**src/rtl/tzfe_pkg.sv**
```systemverilog
// tzfe_pkg: shared direction, arbiter-state and debounce definitions for the 2048 input path.
package tzfe_pkg;
    typedef enum logic [1:0] {
        DIR_UP    = 2'd0,
        DIR_DOWN  = 2'd1,
        DIR_LEFT  = 2'd2,
        DIR_RIGHT = 2'd3
    } dir_t;

    typedef enum logic [1:0] {
        IDLE = 2'd0,
        PEND = 2'd1,
        LOCK = 2'd2
    } arb_state_t;

    localparam int DEBOUNCE_DEFAULT = 16;
endpackage

```
**src/rtl/btn_debounce.sv**
```systemverilog
// btn_debounce: 2-FF synchroniser, debounce counter and registered rising-edge pulse for one button.
module btn_debounce
    import tzfe_pkg::*;
#(
    parameter int DEBOUNCE_CYCLES = DEBOUNCE_DEFAULT
) (
    input  logic Clk,
    input  logic Reset,
    input  logic raw,
    output logic rise
);
    localparam int CW = $clog2(DEBOUNCE_CYCLES);

    logic [1:0]    sync;
    logic [CW-1:0] cnt;
    logic          level;

    // cnt tracks consecutive synchronised samples that disagree with the current level
    always_ff @(posedge Clk or posedge Reset) begin
        if (Reset) begin
            sync  <= '0;
            cnt   <= '0;
            level <= 1'b0;
            rise  <= 1'b0;
        end else begin
            sync <= {sync[0], raw};
            rise <= 1'b0;
            if (sync[1] == level) begin
                cnt <= '0;
            end else if (cnt == CW'(DEBOUNCE_CYCLES - 1)) begin
                level <= sync[1];
                rise  <= sync[1];
                cnt   <= '0;
            end else begin
                cnt <= cnt + 1'b1;
            end
        end
    end
endmodule

```
**src/rtl/move_arbiter.sv**
```systemverilog
// move_arbiter: debounces the direction/start buttons and delivers one round-robin arbitrated
// move command per press over a valid/ready handshake, with lockout while the game is over or won.
module move_arbiter
    import tzfe_pkg::*;
#(
    parameter int DEBOUNCE_CYCLES = DEBOUNCE_DEFAULT,
    parameter int DROP_W          = 8
) (
    input  logic              Clk,
    input  logic              Reset,
    input  logic [3:0]        btn_in,
    input  logic              start_in,
    input  logic              game_over,
    input  logic              game_win,
    input  logic              move_ready,
    output logic              move_valid,
    output logic [1:0]        move_dir,
    output logic              start_pulse,
    output logic [DROP_W-1:0] drop_count
);
    localparam int SW = DROP_W + 3;

    logic [3:0]        ev;
    logic              st_ev;
    arb_state_t        state;
    dir_t              last_grant;
    dir_t              win;
    logic              found;
    logic              lk;
    logic              xfer;
    logic [1:0]        idx;
    logic [2:0]        n_ev;
    logic [2:0]        inc;
    logic [SW-1:0]     sum;
    logic [DROP_W-1:0] drop_nx;

    for (genvar i = 0; i < 4; i++) begin : g_dir
        btn_debounce #(.DEBOUNCE_CYCLES(DEBOUNCE_CYCLES)) u_db (
            .Clk  (Clk),
            .Reset(Reset),
            .raw  (btn_in[i]),
            .rise (ev[i])
        );
    end

    btn_debounce #(.DEBOUNCE_CYCLES(DEBOUNCE_CYCLES)) u_start (
        .Clk  (Clk),
        .Reset(Reset),
        .raw  (start_in),
        .rise (st_ev)
    );

    always_comb begin
        win   = last_grant;
        found = 1'b0;
        idx   = '0;
        for (int k = 1; k <= 4; k++) begin
            idx = 2'(last_grant + k);
            if (ev[idx] && !found) begin
                found = 1'b1;
                win   = dir_t'(idx);
            end
        end
        n_ev = 3'(ev[0]) + 3'(ev[1]) + 3'(ev[2]) + 3'(ev[3]);
        lk   = game_over | game_win;
        xfer = move_valid & move_ready;
        // a granted event that cannot be loaded is counted together with the losers
        inc = (st_ev || lk || state == LOCK || !found) ? 3'd0 :
              (state == PEND && !xfer) ? n_ev : n_ev - 3'd1;
        sum     = SW'(drop_count) + SW'(inc);
        drop_nx = (sum > SW'({DROP_W{1'b1}})) ? '1 : sum[DROP_W-1:0];
    end

    always_ff @(posedge Clk or posedge Reset) begin
        if (Reset) begin
            state       <= IDLE;
            last_grant  <= DIR_RIGHT;
            move_valid  <= 1'b0;
            move_dir    <= '0;
            start_pulse <= 1'b0;
            drop_count  <= '0;
        end else begin
            start_pulse <= st_ev;
            drop_count  <= drop_nx;
            if (st_ev || lk) begin
                move_valid <= 1'b0;
                state      <= lk ? LOCK : IDLE;
            end else if (state == LOCK) begin
                state <= IDLE;
            end else if (found && (state == IDLE || xfer)) begin
                move_valid <= 1'b1;
                move_dir   <= win;
                state      <= PEND;
            end else if (xfer) begin
                move_valid <= 1'b0;
                state      <= IDLE;
            end
            if (!st_ev && !lk && state != LOCK && found)
                last_grant <= win;
        end
    end
endmodule

```
**config.mk**
```make
export PLATFORM = sky130hd
export DESIGN_NAME = move_arbiter
export DESIGN_NICKNAME = d
export VERILOG_FILES = /design/src/rtl/tzfe_pkg.sv /design/src/rtl/btn_debounce.sv /design/src/rtl/move_arbiter.sv
export SDC_FILE = /design/constraint.sdc
export NUM_CORES = 1
export LEC_CHECK = 0
export CAP_MARGIN = 20
export CORE_MARGIN = 2
export CORE_UTILIZATION = 61
export CTS_BUF_LIST = sky130_fd_sc_hd__clkbuf_4 sky130_fd_sc_hd__clkbuf_8 sky130_fd_sc_hd__clkbuf_16
export DETAILED_ROUTE_END_ITERATION = 16
export PLACE_DENSITY = 0.84
export SYNTH_ARGS = -nofsm -noshare
export SYNTH_HDL_FRONTEND = slang
export SYNTH_SLANG_ARGS = --single-unit
```
**constraint.sdc**
```tcl
create_clock -name Clk -period 5.5 [get_ports Clk]
set_input_delay 1.1 -clock Clk [delete_from_list [all_inputs] [get_ports Clk]]
set_output_delay 1.1 -clock Clk [all_outputs]
set_load 0.01 [all_outputs]
```
== After elaboration in Yosys (flattened, before gate mapping) ==
Cells that the tools add are included.

* Register bits: 56
* Bits of input ports: 10
* Word-level logic and storage cells: 145

* $add $sub $neg: 14
* Reductions and logical operators: 29
* Bitwise gates (word level): 9
* Magnitude comparators: 5
* Mux-type cells: 48
* Eq/ne operators: 14

{| class="wikitable"
|+ Operators with widths
! operator !! count
|-
| 4-bit 2-to-1 mux || 10
|-
| 1-bit 2-to-1 mux || 22
|-
| 4-bit by 1-bit adder with 4-bit output, second input constant || 5
|-
| 4-bit == test, second input constant || 5
|-
| 2-bit 2-to-1 mux || 9
|-
| 2-bit by 3-bit less-than comparator with 1-bit output, second input constant || 4
|-
| 2-bit AND reduction || 6
|-
| 8-bit by 3-bit adder with 9-bit output || 1
|-
| 9-bit by 8-bit greater-than comparator with 1-bit output, second input constant || 1
|-
| 1-bit binary-select mux with 2-bit select || 4
|-
| 1-bit logical AND || 8
|-
| 8-bit 2-to-1 mux || 1
|-
| 1-bit zero test || 7
|-
| 1-bit NOT || 7
|-
| 3-bit 2-to-1 mux || 2
|-
| 1-bit == test || 5
|-
| 2-bit by 1-bit adder with 2-bit output, second input constant || 2
|-
| 2-bit adder, second input constant || 2
|-
| 1-bit logical OR || 4
|-
| 2-bit != test, second input constant || 2
|-
| 4-bit nonzero test || 1
|-
| 2-bit by 1-bit adder with 3-bit output || 1
|-
| 3-bit by 1-bit adder with 3-bit output || 1
|-
| 3-bit AND reduction || 1
|-
| other kinds (8) || 8
|}

== Longest topological paths before layout ==
Gate-level depths: netlist of the first run.

* Word-level depth: 19
* Depth in mapped cells: 13
* Gate-level depth less buffers: 13

== Cells and area by module ==
From an unflattened synthesis of the first run, not the netlist that was laid out.

* Cells, all modules: 201
* Area, all modules: 2511.2 um2

{| class="wikitable"
|+ Modules (own cells, without submodules)
! module !! seq. area each (um2) !! times used !! area each (um2) !! cells an instance
|-
| btn_debounce || 200.2 || 5 || 306.5 || 21
|-
| move_arbiter || 402.9 || 1 || 978.4 || 96
|}

== Worst setup path before layout of the first run ==
No wires, ideal clock.

* Path type: input to register
* From: input port game_win
* To: register drop_count[7]
* Arrival time: 3.170 ns
* Stages: 8
* Setup slack: 2.205 ns
* Setup time: 0.125 ns
* Required time: 5.375 ns
* Path through: or3_4 > a211o_4 > a211oi_1 > ha_1 > a21o_1 > a21oi_1 > nor3b_1 > mux2_2

* Longest elaborated chain between the ends: 8

{| class="wikitable"
|+ RTL lines
! item !! line !! text
|-
| start, declared || move_arbiter.sv:14 || <nowiki>input logic game_win,</nowiki>
|-
| 1-bit bitwise OR * || move_arbiter.sv:65 || <nowiki>lk = game_over | game_win;</nowiki>
|-
| 1-bit logical OR * (3 in a row) || move_arbiter.sv:68 || <nowiki>inc = (st_ev || lk || state == LOCK || !found) ? 3'd0 :</nowiki>
|-
| 3-bit 2-to-1 mux * || move_arbiter.sv:68 ||
|-
| 8-bit by 3-bit adder with 9-bit output * || move_arbiter.sv:70 || <nowiki>sum = SW'(drop_count) + SW'(inc);</nowiki>
|-
| 9-bit by 8-bit greater-than comparator with 1-bit output || move_arbiter.sv:71 || <nowiki>drop_nx = (sum > SW'({DROP_W{1'b1}})) ? '1 : sum[DROP_W-1:0];</nowiki>
|-
| 8-bit 2-to-1 mux * || move_arbiter.sv:71 ||
|-
| via drop_nx[7] || move_arbiter.sv:35 || <nowiki>logic [DROP_W-1:0] drop_nx;</nowiki>
|-
| end signal, assigned || move_arbiter.sv:84 || <nowiki>drop_count <= drop_nx;</nowiki>
|-
| end, declared || move_arbiter.sv:19 || <nowiki>output logic [DROP_W-1:0] drop_count</nowiki>
|}

The timed path passes the listed nets; every way through them passes the cells marked *.
A chain may end at the register's enable or synchronous reset.

== Worst setup path in the final report of the first run ==
Same ends and word-level chain as after synthesis.

==> results of run 1 <==
layout by cell type, fill, tap and decap left out, types with 6 or more instances in the layout:
cell,n
a21oi_1,16
nand2_1,9
nand3_1,7
nor3b_1,10
clkbuf_8,6
o21ai_0,8
clkdlybuf4s50_1,21
mux2_2,7
xnor2_1,13
ha_1,11
inv_1,12
nor2_1,16
dfrtp_1,54
per-layer routing:
metal  GRT usage, %  up-vias
li1               -      771
met1          24.31      774
met2          32.23       22
met3          4.667        8
met4          11.22        0
met5              0        -
final timing paths:
| check | end | from |
|---|---|---|
| max | drop_count[7] | game_win |
| min | g_dir[3].u_db.sync[1] | g_dir[3].u_db.sync[0] |
| max reg2reg | drop_count[7] | g_dir[0].u_db.rise |
| min reg2reg | g_dir[3].u_db.sync[1] | g_dir[3].u_db.sync[0] |
| max in group asynchronous | last_grant[1] | Reset |
| min in group asynchronous | g_dir[0].u_db.cnt[0] | Reset |
flip-flops by register name, indices dropped and copies added (netlist names):
name	flops
g_dir.u_db.cnt	16
drop_count	8
g_dir.u_db.sync	8
g_dir.u_db.level	4
g_dir.u_db.rise	4
u_start.cnt	4
last_grant	2
move_dir	2
state	2
u_start.sync	2
move_valid	1
start_pulse	1
u_start.level	1
u_start.rise	1
report_power, final:
group          switching (W)  total [W]  internal [W]
registers          0.0000126   0.000438      0.000425
logic              0.0000201  0.0000418     0.0000217
clock network       0.000122   0.000234      0.000113
worst max-delay path: stages:
cell and delay [ps]:
clkdlybuf4s50_1 430, or3_4 420, a211o_4 370, a211oi_1 340, ha_1 310, a21o_1 150, a21oi_1 270, nor3b_1 100
mux2_2 270
area by class of cell:
type	count	area, um2	area share, %
flip-flops and latches	56	1404	49.08
inverters	13	48.80	1.706
clock buffers	8	97.59	3.412
repair buffers	22	230.2	8.049
well taps	50	62.56	2.187
multi-input cells	136	1017	35.56
through the flow:
stage / total power (W) / utilization (%) / cells / hold WS (ps)
after floorplan: 0.0004698 / - / 206 / 331.2
after global placement: 0.0004842 / 69.57 / 276 / 333.0
after detailed placement: 0.0004888 / 70.07 / 277 / 335.7
after CTS: 0.0007217 / 72.55 / 285 / 357.2
after global routing: 0.0007413 / 72.55 / 285 / 372.8
final: 0.0007140 / 72.55 / 285 / 355.2
cells by family after synthesis:
logic type                 count (synthesis)  synth area share, %
muxes                                     13                6.121
adders and majority gates                 13                7.183
AOI/OAI and AO/OA                         35                8.752
buffers and inverters                     14                2.124
DFF                                       56                56.75
and+or+nand+nor                           61                14.11
xor gates and xnor gates                  14                4.957
==> results.md, run 1 <==
* DR top layer: met4
* Critical path capture point type: flip-flop
* VDD IR max at 199.7 uV
* Post-DP HPWL at 2744 um
* First-pass GRT wire length at 6734 um
* Worst-path maximum fanout at 6
* Filler instances at 274
* Max Cap Violations at 0
* Synthesis-stage register bit count at 56
* Worst endpoint required time at 5700 ps
* RSZ-0062 raised after global routing: false
* Setup bufs post-CTS at 0
* Synth warn at 0
* Wire length on met3 at 142 um
* Pwr Density at 249.6 nW/um2
* CTS Root Buffer Type: clkbuf_8
* CTS Hold Bufs at 0
* Clk_lat worst skew at 300 ps
* R2R cell count at 11
* Overall routing resource usage at 19.86%
* Maximum clock path buffer count at 2
* Post-Synthesis Cell Area at 2474 um2
* Die Wd at 67.68 um
* Post-DP Area at 2763 um2
* R2r setup slk at 2190 ps
* Async set-reset flop share out of synthesis at 100.0%
* Port Buffers at 21
* Startpoint Class: input pin
* WL met1 at 1729 um
* Hold depth at 0
* P_leak at 1.275 nW
* Post-synth EDFFs at 0
* DRC Markers at 0
* Ant diodes at 0
* H-tree levels at 2
* CTS tree: done
* Cells after Synth at 206
* Ports at 22
* # clock sinks at 56
* Critical path class: input pin to flip-flop
* Metal2 WL at 1855 um
* Die area at 4581 um2
* DRT iter0 DRCs at 97
* Outcome: finished clean
* Vias in the first global route at 1611
* Post-route ant nets at 0
* Initial antenna violation count at 0
* Fmax at 0.2811 GHz
* Cts bufs inserted at 5
* DP Worst Slack at 1601 ps
* Final setup violation count at 0
* Hold Violations, Final at 0
* Clock slew at reported path FFs at 90 ps
* Setup_tns at 0 ps
* Layout Skew at 4.555 ps
* RePlAce Congestion at 0.7105
* Fin crit period at 3558 ps
* Largest net degree at the start of global routing at 30
* Initial Utilization at 62.74%
* Register area share after synthesis at 56.75%
* Post-synth top area share at 54.63%
* Post-synth top cells: dfrtp_1, a21oi_1, nor2_1
* Hold Crit Class: flip-flop to flip-flop
* Relative slew slack at 59.88%
* Core Rows at 23
* Share of layout cells above drive strength 1 at 10.64%
* Post_cts resized at 0
* Area contributors post-synth: dfrtp_1, ha_1, xnor2_1, a21oi_1, mux2_2
* Max-slew violation count at 0
* Via count at 1575
* Most common cell in the netlist: dfrtp_1
* Synthesis-to-layout area growth at 15.63%
* Post-synth net total at 229
* Core footprint at 3943 um2
* Final nets at 257
* Worst-Margin Slew at 601.0 ps
* Final instance area at 2860 um2
* Die Span Y at 67.68 um
* Vias per std cell at 5.526
* Setup ws final at 1942 ps
* Count of cell types in the netlist at 35
* Leading area contributor after synthesis: dfrtp_1
* Pre-antenna DRT Iters at 4
* Post-synthesis average cell area at 12.01 um2
* Grt ovf at 0
* Routed length per placed instance at 13.32 um
* Final wirelength at 3797 um
* Period utilisation layout at 64.69%
* Main flop type after synthesis: dfrtp_1
* Critical Path AT at 3760 ps
Note: power is estimated with default switching activity, not from simulation.
==> run 2, diff against run 1 <==
--- a/config.mk
+++ b/config.mk
@@ -7,10 +7,10 @@
 export LEC_CHECK = 0
 export CAP_MARGIN = 20
 export CORE_MARGIN = 2
-export CORE_UTILIZATION = 61
+export CORE_UTILIZATION = 51
 export CTS_BUF_LIST = sky130_fd_sc_hd__clkbuf_4 sky130_fd_sc_hd__clkbuf_8 sky130_fd_sc_hd__clkbuf_16
 export DETAILED_ROUTE_END_ITERATION = 16
-export PLACE_DENSITY = 0.84
+export PLACE_DENSITY = 0.75
 export SYNTH_ARGS = -nofsm -noshare
 export SYNTH_HDL_FRONTEND = slang
 export SYNTH_SLANG_ARGS = --single-unit
==> constraint.sdc (replaced) <==
create_clock -name Clk -period 3.2 [get_ports Clk]
set_input_delay 0.64 -clock Clk [delete_from_list [all_inputs] [get_ports Clk]]
set_output_delay 0.64 -clock Clk [all_outputs]
set_load 0.01 [all_outputs]
==> run 2 against run 1 <==
Effect of this change:
- setup slack lost 1800 ps
- total power grew 79%
- final area up 4.0%
- first-iteration DRC count fell by 45%
- critical path depth increased by 2
- routed wire length up 3.8%
- core utilization decreased by 9.2 points
==> results.md, run 2 (same netlist as run 1, synthesis figures left out) <==
* CTS Root Buffer Type: clkbuf_8
* Via count at 1565 (-0.63%)
* Clock slew at reported path FFs at 100 ps (about the same)
* Clk_lat worst skew at 300 ps (about the same)
* Overall routing resource usage at 16.64% (-3.2 points)
* Ant diodes at 0 (unchanged)
* Vias per std cell at 5.269 (-4.6%)
* Final setup violation count at 0 (unchanged)
* Final wirelength at 3941 um (+3.8%)
* RSZ-0062 raised after global routing: false
* Initial antenna violation count at 0 (unchanged)
* Cts bufs inserted at 5 (unchanged)
* Fmax at 0.3261 GHz
* Biggest regs: g_dir.u_db.cnt: 16 flops, drop_count: 8 flops, g_dir.u_db.sync: 8 flops
* Synthesis-to-layout area growth at 20.23%
* Max FFs per register at 16 (unchanged)
* Critical path class: flip-flop to flip-flop
* Fin crit period at 3067 ps
* RePlAce Congestion at 0.7664 (+7.9%)
* Initial Utilization at 52.72% (-10 points)
* Relative slew slack at 48.44% (-11 points)
* DRT iter0 DRCs at 53 (-45%)
* First-pass GRT wire length at 6851 um (+1.7%)
* Hold Violations, Final at 0 (unchanged)
* Routed length per placed instance at 13.27 um (-0.40%)
* Hold Crit Class: flip-flop to flip-flop
* Pwr Density at 429.7 nW/um2 (+72%)
* Worst-path maximum fanout at 3 (-3)
* Most frequent cells in the layout: dfrtp_1, clkdlybuf4s50_1, nor2_1, a21oi_1, xnor2_1
* Maximum clock path buffer count at 2 (unchanged)
* H-tree levels at 2 (unchanged)
* Critical Path AT at 3260 ps (-500 ps)
* P_leak at 1.317 nW (+3.3%)
* Die Span Y at 73.65 um (+8.8%)
* DRC Markers at 0 (unchanged)
* Post-route ant nets at 0 (unchanged)
* # clock sinks at 56 (unchanged)
* Largest net degree at the start of global routing at 40 (+33%)
* Most flop-heavy register: g_dir.u_db.cnt
* Final nets at 265 (+3.1%)
* Port Buffers at 21 (unchanged)
* Max-slew violation count at 0 (unchanged)
* Core Rows at 25 (+8.7%)
* Post-DP HPWL at 2904 um (+5.8%)
* Ports at 22 (unchanged)
* Pre-antenna DRT Iters at 4 (unchanged)
* Layout Skew at 7.624 ps (+3.069 ps)
* Die area at 5424 um2 (+18%)
* Outcome: finished clean
* Startpoint Class: flip-flop
* Post-layout util at 63.39% (-9.2 points)
* Vias in the first global route at 1506 (-6.5%)
* CTS tree: done
* Core footprint at 4692 um2 (+19%)
* Worst endpoint required time at 3400 ps (-2300 ps)
* Grt ovf at 0 (unchanged)
* Filler instances at 379 (+38%)
* Max Cap Violations at 0 (unchanged)
* Worst-Margin Slew at 772.3 ps (+171.3 ps)
* VDD IR max at 306.3 uV (+53%)
* Share of layout cells above drive strength 1 at 16.05% (+5.4 points)
* Critical path capture point type: flip-flop
* Commonest non-fill, non-tap cell in the layout: dfrtp_1
* Worst hold margin at 353.3 ps (-1.838 ps)
* Period utilisation layout at 95.83%
* Die Wd at 73.65 um (+8.8%)
run 2: changes by cell type in the layout (fill, tap and decap cells not counted), sizes merged:
| cell | change |
|---|---|
| buf | +8 |
| clkbuf | -2 |
| bufinv | +1 |
| clkinv | +1 |
run 2: what timing repair did:
item                                    4_1_cts  5_1_grt
endpoints found under the setup margin        2        7
hold buffers                                  0        0
setup buffers                                 0        0
resized for setup                             2        8
cloned                                        0        0
run 2: final timing paths:
| path | from | to | slack (ps) | cells after the start |
|---|---|---|---|---|
| min in group asynchronous | Reset | g_dir[2].u_db.sync[1] | 800 | 2 |
| min reg2reg | g_dir[1].u_db.sync[0] | g_dir[1].u_db.sync[1] | 350 | 0 |
| max | g_dir[0].u_db.rise | drop_count[5] | 130 | 11 |
| min | g_dir[1].u_db.sync[0] | g_dir[1].u_db.sync[1] | 350 | 0 |
| max reg2reg | g_dir[0].u_db.rise | drop_count[5] | 130 | 11 |
| max in group asynchronous | Reset | start_pulse | 1760 | 3 |
run 2: metal layers:
layer  track usage [%]  share of wire (%)  up-vias
li1                  -                  -      783
met3             3.704                3.0        5
met1             22.18                 48      754
met5                 0                  0        -
met4             6.061                1.1        0
met2             26.79                 48       23
run 2: area by class of cell:
cell class                      instances  area [um2]  share of cell area, %
Clock buffer                            6       76.32                  2.566
Tap cell                               54       67.56                  2.272
Sequential cell                        56        1404                  47.20
Timing Repair Buffer                   30       277.8                  9.339
Inverter                               13       48.80                  1.641
Clock inverter                          2       35.03                  1.178
Multi-Input combinational cell        136        1065                  35.80
run 2: where the power goes:
| group | internal [W] | total [W] | switching, W | leakage (nW) |
|---|---|---|---|---|
| registers | 0.000731 | 0.000752 | 0.0000212 | 0.733 |
| logic | 0.0000373 | 0.0000724 | 0.0000352 | 0.525 |
| clock network | 0.000241 | 0.000453 | 0.000213 | 0.0586 |
run 2: worst max-delay path, stage by stage, from the launching register on:
cell,delay [ps]
dfrtp_1,420
fa_1,500
ha_1,190
ha_1,300
inv_1,50
ha_1,290
a211oi_2,230
ha_1,270
a21o_1,190
a21oi_4,190
nor2_1,60
mux2_2,270
run 2: stage by stage:
stage	power [W]	TNS [ps]	std cells	instance area, um2	worst slack [ps]
finish	0.001278	0	297	2974	133.5
global placement	0.0008361	-88.54	289	2815	-57.09
global route	0.001335	0	297	2974	10.33
floorplan	0.0008075	0	206	2474	71.15
detailed placement	0.0008396	-193.5	289	2815	-107.9
CTS	0.001294	0	297	2934	27.29
